File: config.mk
export PLATFORM = sky130hd
export DESIGN_NAME = mem_copy_dma
export DESIGN_NICKNAME = d
export VERILOG_FILES = /design/src/rtl/mem_copy_dma.sv
export SDC_FILE = /design/constraint.sdc
export NUM_CORES = 1
export LEC_CHECK = 0
export BUFFER_PORTS_ARGS = -buffer_cell sky130_fd_sc_hd__buf_2
export CORE_MARGIN = 2
export CORE_UTILIZATION = 35
export DETAILED_ROUTE_END_ITERATION = 6
export SETUP_SLACK_MARGIN = 0.1
export SLEW_MARGIN = 25
export SYNTH_ARGS = -nofsm -noshare
export SYNTH_HDL_FRONTEND = slang
export SYNTH_SLANG_ARGS = --single-unit
File: constraint.sdc
create_clock -name clock -period 5.24 [get_ports clock]
set_clock_uncertainty 0.1 [all_clocks]
set_input_delay 0.262 -clock clock [delete_from_list [all_inputs] [get_ports clock]]
set_output_delay 0.262 -clock clock [all_outputs]
set_load 0.05 [all_outputs]
File: src/rtl/mem_copy_dma.sv
// Byte-at-a-time block copy engine driving data_mem, with memmove handling of overlapping regions.
// Optional DMA_SUM_EN adds a running 'sum' of the bytes read during a copy.
module mem_copy_dma #(
  parameter int unsigned AW = 4,
  parameter int unsigned DW = 8,
  parameter int unsigned LW = AW + 1
) (
  input  logic          clock,
  input  logic          reset_n,
  input  logic          start,
  input  logic [AW-1:0] src,
  input  logic [AW-1:0] dst,
  input  logic [LW-1:0] len,
  input  logic [DW-1:0] mem_rdata,
  output logic [AW-1:0] mem_read_select,
  output logic [AW-1:0] mem_write_select,
  output logic [DW-1:0] mem_wdata,
  output logic          mem_write_en,
  output logic          busy,
  output logic          done,
  output logic          err
`ifdef DMA_SUM_EN
  ,
  output logic [DW-1:0] sum
`endif
);

  localparam int unsigned EW = LW + 1;
  localparam logic [EW-1:0] MEM_WORDS = EW'(2 ** AW);

  typedef enum logic [1:0] {
    ST_IDLE,
    ST_COPY,
    ST_DONE,
    ST_ERR
  } state_t;

  state_t        state, state_nxt;
  logic [AW-1:0] rd, rd_nxt;
  logic [AW-1:0] wr, wr_nxt;
  logic [LW-1:0] cnt, cnt_nxt;
  logic          dir_down, dir_nxt;

  logic [EW-1:0] src_end;
  logic [EW-1:0] dst_end;
  logic [AW-1:0] last_off;

  // Range check is done one bit wider than the length so an overflowing end address cannot wrap.
  assign src_end  = EW'(src) + EW'(len);
  assign dst_end  = EW'(dst) + EW'(len);
  assign last_off = AW'(len - LW'(1));

`ifdef DMA_SUM_EN
  logic [DW-1:0] sum_nxt;
`endif

  always_ff @(posedge clock or negedge reset_n) begin
    if (!reset_n) begin
      state    <= ST_IDLE;
      rd       <= '0;
      wr       <= '0;
      cnt      <= '0;
      dir_down <= 1'b0;
`ifdef DMA_SUM_EN
      sum      <= '0;
`endif
    end else begin
      state    <= state_nxt;
      rd       <= rd_nxt;
      wr       <= wr_nxt;
      cnt      <= cnt_nxt;
      dir_down <= dir_nxt;
`ifdef DMA_SUM_EN
      sum      <= sum_nxt;
`endif
    end
  end

  always_comb begin
    state_nxt        = state;
    rd_nxt           = rd;
    wr_nxt           = wr;
    cnt_nxt          = cnt;
    dir_nxt          = dir_down;
`ifdef DMA_SUM_EN
    sum_nxt          = sum;
`endif
    mem_read_select  = '0;
    mem_write_select = '0;
    mem_wdata        = '0;
    mem_write_en     = 1'b0;
    busy             = 1'b0;
    done             = 1'b0;
    err              = 1'b0;

    case (state)
      ST_IDLE: begin
        if (start) begin
          if ((src_end > MEM_WORDS) || (dst_end > MEM_WORDS)) begin
            state_nxt = ST_ERR;
          end else if (len == '0) begin
            state_nxt = ST_DONE;
`ifdef DMA_SUM_EN
            sum_nxt   = '0;
`endif
          end else begin
            cnt_nxt   = len;
            state_nxt = ST_COPY;
`ifdef DMA_SUM_EN
            sum_nxt   = '0;
`endif
            // Copying top-down when the destination is above the source keeps unread bytes intact.
            if (dst > src) begin
              dir_nxt = 1'b1;
              rd_nxt  = src + last_off;
              wr_nxt  = dst + last_off;
            end else begin
              dir_nxt = 1'b0;
              rd_nxt  = src;
              wr_nxt  = dst;
            end
          end
        end
      end
      ST_COPY: begin
        mem_read_select  = rd;
        mem_write_select = wr;
        mem_wdata        = mem_rdata;
        mem_write_en     = 1'b1;
        busy             = 1'b1;
        cnt_nxt          = cnt - LW'(1);
        rd_nxt           = dir_down ? (rd - AW'(1)) : (rd + AW'(1));
        wr_nxt           = dir_down ? (wr - AW'(1)) : (wr + AW'(1));
`ifdef DMA_SUM_EN
        sum_nxt          = sum + mem_rdata;
`endif
        if (cnt == LW'(1)) begin
          state_nxt = ST_DONE;
        end
      end
      ST_DONE: begin
        done      = 1'b1;
        state_nxt = ST_IDLE;
      end
      ST_ERR: begin
        err       = 1'b1;
        state_nxt = ST_IDLE;
      end
      default: begin
        state_nxt = ST_IDLE;
      end
    endcase
  end

endmodule

==> impl_metrics.csv, run 1 <==
group,metric,value,unit
run_status,status,"completed",
routing,ant_nets,0,
routing,wl,4523,um
floorplanning,dieArea,0.006085,mm2
synth,synth_simple_gate_area_share,17.95,%
synth,synth-edff-count,0,
synth,synthAdderAreaFrac,22.58,%
cells_and_area,diodes,0,
synth,synth-seq-cells,16,
sta,setup_viol_count_final,0,
cells_and_area,final_layout_size_suffix_gt1_share,23.51,%
critical_path,crit_path_max_incr_delay,0.73,ns
sta,report.final.slew_viol_count,0,
synth,post-synth-top-area-cell,"dfrtp_1",
critical_path,cp-startpoint,"state[0]",
sta,hold_violations,0,
sta,relSlewSlack,42.87,%
pwr,p_leak,1.076,nW
placed_design,hpwl,3611,um
grt,antenna_found_initial,0,
grt,grt_start_max_net_pins,31,
cells_and_area,fillers,532,
sta,max_slew.worst_pin.slew,0.8570,ns
cts,root_buffer,"clkbuf_8",
synth,synth-async-reset-ratio,100.0,%
synth,synth_compound_area_share,22.45,%
critical_path,endpoint,"mem_write_select[3]",
critical_path,cp.arrival,2.47,ns
floorplanning,pin_count,44,
synth,ys_seq_area_share,20.89,%
sta,min_period,2.832,ns
synth,ys.flop_type,"dfrtp_1",
synth,ys_types,49,
sta,tns,0,ns
grt,grt_pass1_vias,1642,
synth,synth_top_area_share,20.89,%
cts,cts_resized,0,
routing,vias,1679,
cts,cts_setup_buffers,0,
critical_path,r2r-start,"state[1]",
cts,cts_buffers,3,
synth,avgSynthCellArea,8.957,um2
floorplanning,coreArea,0.005205,mm2
cts,clock_latency,0.26,ns
synth,synthTopCellsByCount,"ha_1 (25), inv_1 (17), dfrtp_1 (16)",
pwr,p_per_area,530.8,mW/mm2
synth,netlist_instances,214,
cts,clk_pin_slew_worst_paths,0.06,ns
sta,max_freq,353.1,MHz
critical_path,required,4.88,ns
synth,synth_top_family_by_area,"adder cells",
routing,wl_per_cell,14.09,um
routing,first_pass_iters,4,
critical_path,critPathCaptureType,"output port",
sta,fin_crit_sh,54.04,%
routing,first_iter_violations,82,
synth,synth_warnings,0,
critical_path,critical_path_buf_inv_count,2,
synth,synth_most_common_cell,"ha_1",
routing,route.detailed.drc,0,
worst_hold_path,hp-class,"in -> reg",
critical_path,worstSetupPathType,"reg -> out",
synth,yosys.area_share.xor_xnor,6.854,%
cts,cts.sinks,16,
critical_path,crit_family,"buffers and inverters",
cts,postCtsHoldBufs,1,
critical_path,crit_slowest_cell,"inv_1",
routing,viasPerCell,5.231,
floorplanning,initial_core_util,36.83,%
grt,grt_pass1_wl,7721,um
cts,htree_levels,1,
flow_run,max_cap_viol_count,0,
cts,cts_tree,"done",
synth,synthMuxAreaShare,2.807,%
placed_design,io_buffers,43,
critical_path,path_depth,4,
synth,synth.area.top_cells,"dfrtp_1 (21%), ha_1 (16%), fa_1 (6.3%), and2_1 (4.6%), xnor2_1 (4.6%)",
cells_and_area,nNetsFinal,307,
grt,grt_usage,15.83,%
critical_path,worst_setup_path_start_kind,"register",
cells_and_area,final_core_util,43.10,%
critical_path,worst-path-max-fanout,30,
critical_path,crit_chain,"nand2b_1 > inv_1 > and2_1 > buf_2",
critical_path,worstRegToRegCells,5,
floorplanning,dieWidth,78.01,um
grt,grt-ovfl-total,0,
cells_and_area,area_delta_synth_final,17.04,%
pwr,ir_drop,186.1,uV
synth,netlist_area,0.001917,mm2
floorplanning,rows,26,
sta,rsz0062_at_grt,"false",
synth,syn-num-nets,269,
floorplanning,chipHeight,78.01,um
critical_path,r2r-end,"wr[3]",
critical_path,ff2ff_setup_slack,2.78,ns
cts,cts_buffer_depth,2,
placed_design,gp_congestion,0.7770,
## worst reg2reg max path, stage by stage (launching register included)
cell      delay, ns
dfrtp_1        0.45
nand2b_1       0.56
inv_1          0.55
and2_1         0.36
a21o_1         0.17
a211oi_1       0.18
## where the power goes
group | internal (mW) | total, mW | switching [mW]
clock network | 0.0669 | 0.114 | 0.0470
logic | 0.287 | 0.819 | 0.532
registers | 0.189 | 0.258 | 0.0692
## layout make-up
type / instances / area, um2 / area share, %
timing repair buffer: 44 / 225.2 / 10.04
inverter: 18 / 67.56 / 3.012
sequential: 16 / 400.4 / 17.85
clock buffer: 4 / 55.05 / 2.454
multi-input combinational: 169 / 1408 / 62.74
tap: 70 / 87.58 / 3.904
## how the worst min path moves through the flow
| stage | slack, ns | endpoint | start | cells past startpoint |
|---|---|---|---|---|
| floorplan | -0.13 | cnt[0] | reset_n | 0 |
| global placement | 0.1 | state[1] | reset_n | 1 |
| detailed placement | 0.10 | state[1] | reset_n | 1 |
| CTS | 0.17 | state[0] | start | 2 |
| global route | 0.20 | state[0] | start | 2 |
| finish | 0.18 | state[0] | start | 2 |
## metal layers
metal / global-route usage [%] / vias to the layer above / wire, um / part of all wire (%)
met3: 2.326 / 5 / 171 / 3.8
li1: - / 856 / - / -
met2: 25.09 / 37 / 2083 / 46
met5: 0 / - / 0 / 0
met1: 21.72 / 781 / 2195 / 49
met4: 6.140 / 0 / 73 / 1.6
## state kept, by name, summed over array words and instances (netlist names)
signal / count
cnt: 5
state: 2
wr: 4
rd: 4
dir_down: 1
## placed cells by master (no fill, tap or decap), types with 2 or more instances in the layout
master     Yosys  layout
xnor2_1       10      10
and2_1        14      14
a21o_1         8       8
nor2b_1        2       2
nand3_1        3       3
nor3_1         5       5
o311a_1        3       3
o2111ai_1      3       3
a211oi_2       2       2
a21oi_1        9       9
o31ai_1        2       2
a22oi_1        2       2
o211ai_1       2       2
or3_1          2       2
nand2_1        5       5
o22ai_1        2       2
dfrtp_1       16      16
o311ai_0       2       2
buf_2          0      43
mux2_2         3       3
nand4_1        2       2
xor2_1         5       5
nand2b_1       2       2
clkbuf_8       0       4
ha_1          25      25
a31oi_1        2       2
nor2_1        15      15
mux2i_1        2       2
fa_1           6       6
inv_1         17      17
a211oi_1       5       5
nand3b_1       2       2
and3_1         3       3
o21ai_0        6       6
nor4b_1        3       2
## metrics by stage
stage | worst slack, ns | instances | area [um2] | power (mW) | hold WS, ns
2_1_floorplan | 2.649 | 214 | 1917 | 0.9030 | -0.1336
3_3_place_gp | 2.230 | 316 | 2170 | 1.062 | 0.09926
3_5_place_dp | 2.238 | 316 | 2170 | 1.072 | 0.1001
4_1_cts | 2.435 | 321 | 2235 | 1.191 | 0.1740
5_1_grt | 2.157 | 321 | 2243 | 1.293 | 0.2034
6_report | 2.408 | 321 | 2243 | 1.191 | 0.1785
## kinds of logic after synthesis
| group | after synthesis |
|---|---|
| xor+xnor | 15 |
| mux | 5 |
| fa+ha+maj | 31 |
| simple gates | 62 |
| buf+inv | 29 |
| compound gates | 56 |
| flops | 16 |
(Power assumes the default switching activity.)
==> inputs of run 2 (changes only) <==
- clock period: 5.24 -> 2.6 ns (I/O delays scaled with it)
==> run 2 against run 1 <==
First-iteration DRC count increased by 52%. Global-route usage increased by 0.55 points. Die area unchanged. Utilization increased by 2.7 points. Clock power increased by 100%. Critical path depth increased by 6. Sequential power increased by 100%. Worst setup slack got worse by 2.2 ns. Register-to-register slack got worse by 2.1 ns. Non-clock buffer count increased by 19. Cell count increased by 5.9%. Critical path type is now in -> reg. Highest routed layer unchanged.
==> impl_metrics.csv, run 2 (synthesized netlist as in run 1, its figures left out) <==
group,metric,value,unit
critical_path,crit_chain,"buf_2 > ha_1 > fa_1 > xor2_1 > nor4_1 > a2111oi_2 > a221o_2 > buf_4 > o31ai_1 > o22ai_1",
grt,grt_start_max_net_pins,18,
grt,grt_pass1_wl,8017,um
routing,route.detailed.drc,0,
pwr,p_per_area,1030,mW/mm2
sta,relSlewSlack,69.70,%
grt,grt_pass1_vias,1704,
cts,root_buffer,"clkbuf_8",
cells_and_area,largest-register,"cnt",
cells_and_area,area_delta_synth_final,24.41,%
floorplanning,chipHeight,78.01,um
critical_path,critPathCaptureType,"register",
routing,first_pass_iters,4,
routing,met1_length,2211,um
pwr,swShare,53.19,%
cells_and_area,postLayoutCellArea,0.002385,mm2
floorplanning,dieArea,0.006085,mm2
routing,wl_per_cell,13.71,um
sta,hold_violations,0,
floorplanning,rows,26,
cts,cts_buffers,3,
run_status,status,"completed",
pwr,p_clk_share,9.3,%
critical_path,worst-path-max-fanout,5,
sta,max_freq,425.1,MHz
placed_design,dp_cells,334,
pwr,power.switching,1.306,mW
cells_and_area,final_common_cell,"buf_2",
routing,viasPerCell,5.126,
floorplanning,pin_count,44,
cts,cts.sinks,16,
sta,min_period,2.352,ns
sta,setup_viol_count_final,0,
cts,htree_levels,1,
sta,report.final.slew_viol_count,0,
sta,fin_crit_sh,90.47,%
cells_and_area,largest_reg_flops,5,
pwr,p_seq_share,21.0,%
cts,cts_buffer_depth,2,
floorplanning,coreArea,0.005205,mm2
pwr,p_leak,1.166,nW
worst_hold_path,hp-class,"in -> reg",
grt,grt-ovfl-total,0,
flow_run,max_cap_viol_count,0,
critical_path,required,2.63,ns
sta,rsz0062_at_grt,"false",
pwr,comb_power_share,69.7,%
placed_design,pre_cts_ws,-0.1721,ns
cells_and_area,top_regs,"cnt x5, rd x4, wr x4",
routing,first_iter_violations,125,
critical_path,worst_setup_path_start_kind,"primary input",
cts,cts_tree,"done",
floorplanning,dieWidth,78.01,um
routing,ant_nets,0,
placed_design,placed_area,0.002305,mm2
grt,grt_usage,16.39,%
critical_path,cp.arrival,2.38,ns
cts,clock_latency,0.25,ns
cts,clk_pin_slew_worst_paths,0.07,ns
routing,vias,1743,
cells_and_area,final_layout_size_suffix_gt1_share,29.63,%
cells_and_area,nNetsFinal,326,
placed_design,io_buffers,43,
sta,max_slew.worst_pin.slew,0.4540,ns
cells_and_area,final_cell_mix,"buf_2 (43), ha_1 (25), buf_4 (19)",
floorplanning,initial_core_util,36.83,%
sta,tns,0,ns
routing,dr_wl_met3,187,um
sta,fin_ws,0.2479,ns
grt,antenna_found_initial,0,
sta,hold_ws,0.04890,ns
critical_path,worstSetupPathType,"in -> reg",
cells_and_area,diodes,0,
placed_design,hpwl,3878,um
critical_path,crit_slowest_cell,"fa_1",
placed_design,gp_congestion,0.7590,
pwr,p_int,1.150,mW
critical_path,crit_path_max_incr_delay,0.40,ns
cells_and_area,fin_cells,340,
pwr,ir_drop,435.4,uV
routing,wl_met2,2216,um
routing,top_layer_used,"met4",
routing,wl,4662,um
## run 2: changes by cell type in the layout (fill, tap and decap cells not counted)
cell	change
a221o_1	-1
a221o_2	+1
o311ai_0	-1
buf_4	+19
o311ai_1	+1
nor4b_4	-1
nor4b_2	+2
nor4b_1	-1
## run 2: critical path: cells and delay by family
kind | cells | cell delay [ns]
XOR/XNOR | 1 | 0.20
AO/OA/AOI/OAI | 4 | 0.85
buffers and inverters | 2 | 0.28
AND/OR/NAND/NOR | 1 | 0.31
adder cells (fa/ha/maj) | 2 | 0.61
## run 2: path summary, 6_finish.rpt
path	start	end	slack, ns	depth (start not counted)
min in group asynchronous	reset_n	state[0]	0.21	2
hold reg to reg	cnt[0]	cnt[0]	0.47	1
setup / recovery	dst[0]	rd[1]	0.25	10
max in group asynchronous	reset_n	rd[0]	1.92	2
setup reg to reg	dir_down	wr[3]	0.72	7
hold / removal	start	state[0]	0.05	2
## run 2: what timing repair did
item	in CTS	in global routing
endpoints found under the setup margin	0	13
endpoints found under the hold margin	16	0
gates resized for setup	0	3
buffers inserted	0	1
hold buffers	1	0
## run 2: layer usage
layer | up-vias | track usage [%]
met5 | - | 0
met4 | 0 | 5.263
met3 | 4 | 1.279
met2 | 33 | 28.10
met1 | 816 | 21.81
li1 | 890 | -
## run 2: stage by stage
| step | util [%] | power, mW |
|---|---|---|
| final | 45.82 | 2.456 |
| after global routing | 45.82 | 2.666 |
| after CTS | 45.53 | 2.462 |
| after detailed placement | 44.28 | 2.225 |
| after global placement | 44.28 | 2.204 |
| after floorplan | - | 1.820 |
## run 2: area by class of cell
class,instances,area [um2]
flip-flops and latches,16,400.4
clock buffers,4,55.05
well taps,70,87.58
repair buffers,63,367.9
fillers,551,2820
multi-input cells,169,1406
inverters,18,67.56
## run 2: power by group through the flow
stage,Sequential (mW),Clock [mW],Combinational [mW]
2_1_floorplan,0.465,0,1.35
4_1_cts,0.514,0.231,1.72
5_1_grt,0.535,0.243,1.89
3_3_place_gp,0.516,0,1.69
3_5_place_dp,0.519,0,1.71
6_report,0.516,0.228,1.71
==> inputs of run 3 (changes only) <==
- clock period: 2.6 -> 2.5 ns (I/O delays scaled with it)
==> run 3 against run 2 <==
Worst setup slack worse by 0.077 ns. Die area unchanged. Flip-flop and latch count unchanged. First-iteration DRC count down 41%. Critical path depth unchanged. Sequential power up 3.9%. Global-route usage down 0.17 points. Utilization up 1.9 points. Critical endpoint is now rd[3].
==> impl_metrics.csv, run 3 (synthesized netlist as in run 1, its figures left out) <==
group,metric,value,unit
routing,ant_nets,0,
routing,viasPerCell,5.023,
routing,vias,1728,
sta,relSlewSlack,74.11,%
cells_and_area,final_layout_size_suffix_gt1_share,32.85,%
critical_path,crit_path_max_incr_delay,0.44,ns
cts,cts_buffers,3,
cells_and_area,area_delta_synth_final,29.44,%
floorplanning,initial_core_util,36.83,%
grt,grt-ovfl-total,0,
critical_path,cpMostUsedCell,"a211oi_1",
floorplanning,rows,26,
pwr,p_clk_share,7.5,%
sta,setup_viol_count_final,0,
sta,fin_crit_sh,93.18,%
cts,clock_latency,0.24,ns
cts,cts.sinks,16,
pwr,p_leak,1.200,nW
sta,tns,0,ns
floorplanning,dieWidth,78.01,um
critical_path,critical_path_buf_inv_count,3,
pwr,p_seq_share,21.0,%
cts,cts_tree,"done",
critical_path,cp.arrival,2.38,ns
critical_path,worstSetupPathType,"in -> reg",
cells_and_area,fin_cells,344,
sta,hold_violations,0,
sta,rsz0062_at_grt,"true",
pwr,ir_drop,456.0,uV
grt,grtUsageMet2,27.24,%
grt,grt_start_max_net_pins,21,
cells_and_area,top_regs,"cnt x5, rd x4, wr x4",
placed_design,placed_area,0.002327,mm2
placed_design,dp_cells,337,
critical_path,required,2.55,ns
sta,fin_ws,0.1704,ns
pwr,p_per_area,1028,mW/mm2
critical_path,crit_chain,"buf_2 > ha_1 > a211oi_4 > nor2_1 > a2111o_1 > buf_4 > a221oi_4 > buf_6 > a211oi_1 > a211oi_1",
sta,report.final.slew_viol_count,0,
grt,antenna_found_initial,0,
cts,htree_levels,1,
grt,grt_usage,16.21,%
worst_hold_path,hp-class,"in -> reg",
pwr,fin_total_pwr,2.552,mW
placed_design,io_buffers,43,
cells_and_area,fillers,547,
run_status,status,"completed",
cells_and_area,final_common_cell,"buf_2",
pwr,swShare,53.74,%
cells_and_area,largest_reg_flops,5,
grt,grt_pass1_vias,1709,
routing,wl,4862,um
pwr,comb_power_share,71.5,%
cells_and_area,largest-register,"cnt",
cells_and_area,final_core_util,47.67,%
flow_run,max_cap_viol_count,0,
cts,clk_pin_slew_worst_paths,0.06,ns
grt,grt_pass1_wl,7969,um
pwr,power.switching,1.371,mW
cells_and_area,diodes,0,
critical_path,worst_setup_path_start_kind,"primary input",
cells_and_area,nNetsFinal,331,
floorplanning,pin_count,44,
grt,grtUsageMet1,22.46,%
sta,hold_ws,0.06444,ns
cts,cts_buffer_depth,2,
grt,busiest_layer,"met2",
cells_and_area,postLayoutCellArea,0.002481,mm2
routing,first_iter_violations,74,
critical_path,critPathCaptureType,"register",
routing,route.detailed.drc,0,
floorplanning,dieArea,0.006085,mm2
routing,wl_per_cell,14.13,um
grt,globalRouteMet3Util,1.279,%
sta,min_period,2.330,ns
placed_design,pre_cts_ws,-0.2035,ns
sta,max_slew.worst_pin.slew,0.3884,ns
floorplanning,chipHeight,78.01,um
critical_path,crit_family,"compound AO/OA/AOI/OAI gates",
critical_path,worst-path-max-fanout,5,
floorplanning,coreArea,0.005205,mm2
cts,root_buffer,"clkbuf_8",
pwr,p_int,1.180,mW
cells_and_area,final_cell_mix,"buf_2 (43), ha_1 (24), buf_4 (23)",
placed_design,gp_congestion,0.7881,
critical_path,crit_slowest_cell,"a2111o_1",
routing,first_pass_iters,4,
placed_design,hpwl,3905,um
sta,max_freq,429.3,MHz
## run 3: final timing paths
kind	startpoint	endpoint	slack, ns	cells after the start
max	dst[1]	rd[3]	0.17	10
min	start	state[0]	0.06	2
max reg2reg	dir_down	rd[3]	0.61	7
min reg2reg	cnt[4]	cnt[4]	0.46	1
max in group asynchronous	reset_n	cnt[2]	1.79	2
min in group asynchronous	reset_n	cnt[3]	0.24	2
## run 3: metal layers
metal	share of wire, %	vias up	wire length (um)
met3	2.8	4	138
met5	0	-	0
li1	-	899	-
met2	48	35	2348
met1	48	790	2317
met4	1.2	0	58
## run 3: final cells by class
class | count | area [um2] | area share (%)
Timing Repair Buffer | 68 | 409.1 | 16.49
Clock buffer | 3 | 41.29 | 1.664
Tap cell | 70 | 87.58 | 3.530
Sequential cell | 16 | 400.4 | 16.14
Inverter | 18 | 67.56 | 2.723
Multi-Input combinational cell | 169 | 1475 | 59.46
## run 3: power groups by stage
stage	registers, mW	logic [mW]	clock network (mW)
6_report	0.536	1.82	0.191
5_1_grt	0.559	2.02	0.208
4_1_cts	0.534	1.79	0.199
3_5_place_dp	0.538	1.77	0
3_3_place_gp	0.536	1.75	0
2_1_floorplan	0.484	1.41	0
## run 3: repair_timing
item / in CTS / in global routing
hold buffers: 1 / 0
endpoints found under the setup margin: 3 / 15
endpoints found under the hold margin: 16 / 0
buffers inserted: 0 / 2
resized for setup: 1 / 14
pin swaps: 0 / 4
gates cloned: 0 / 1
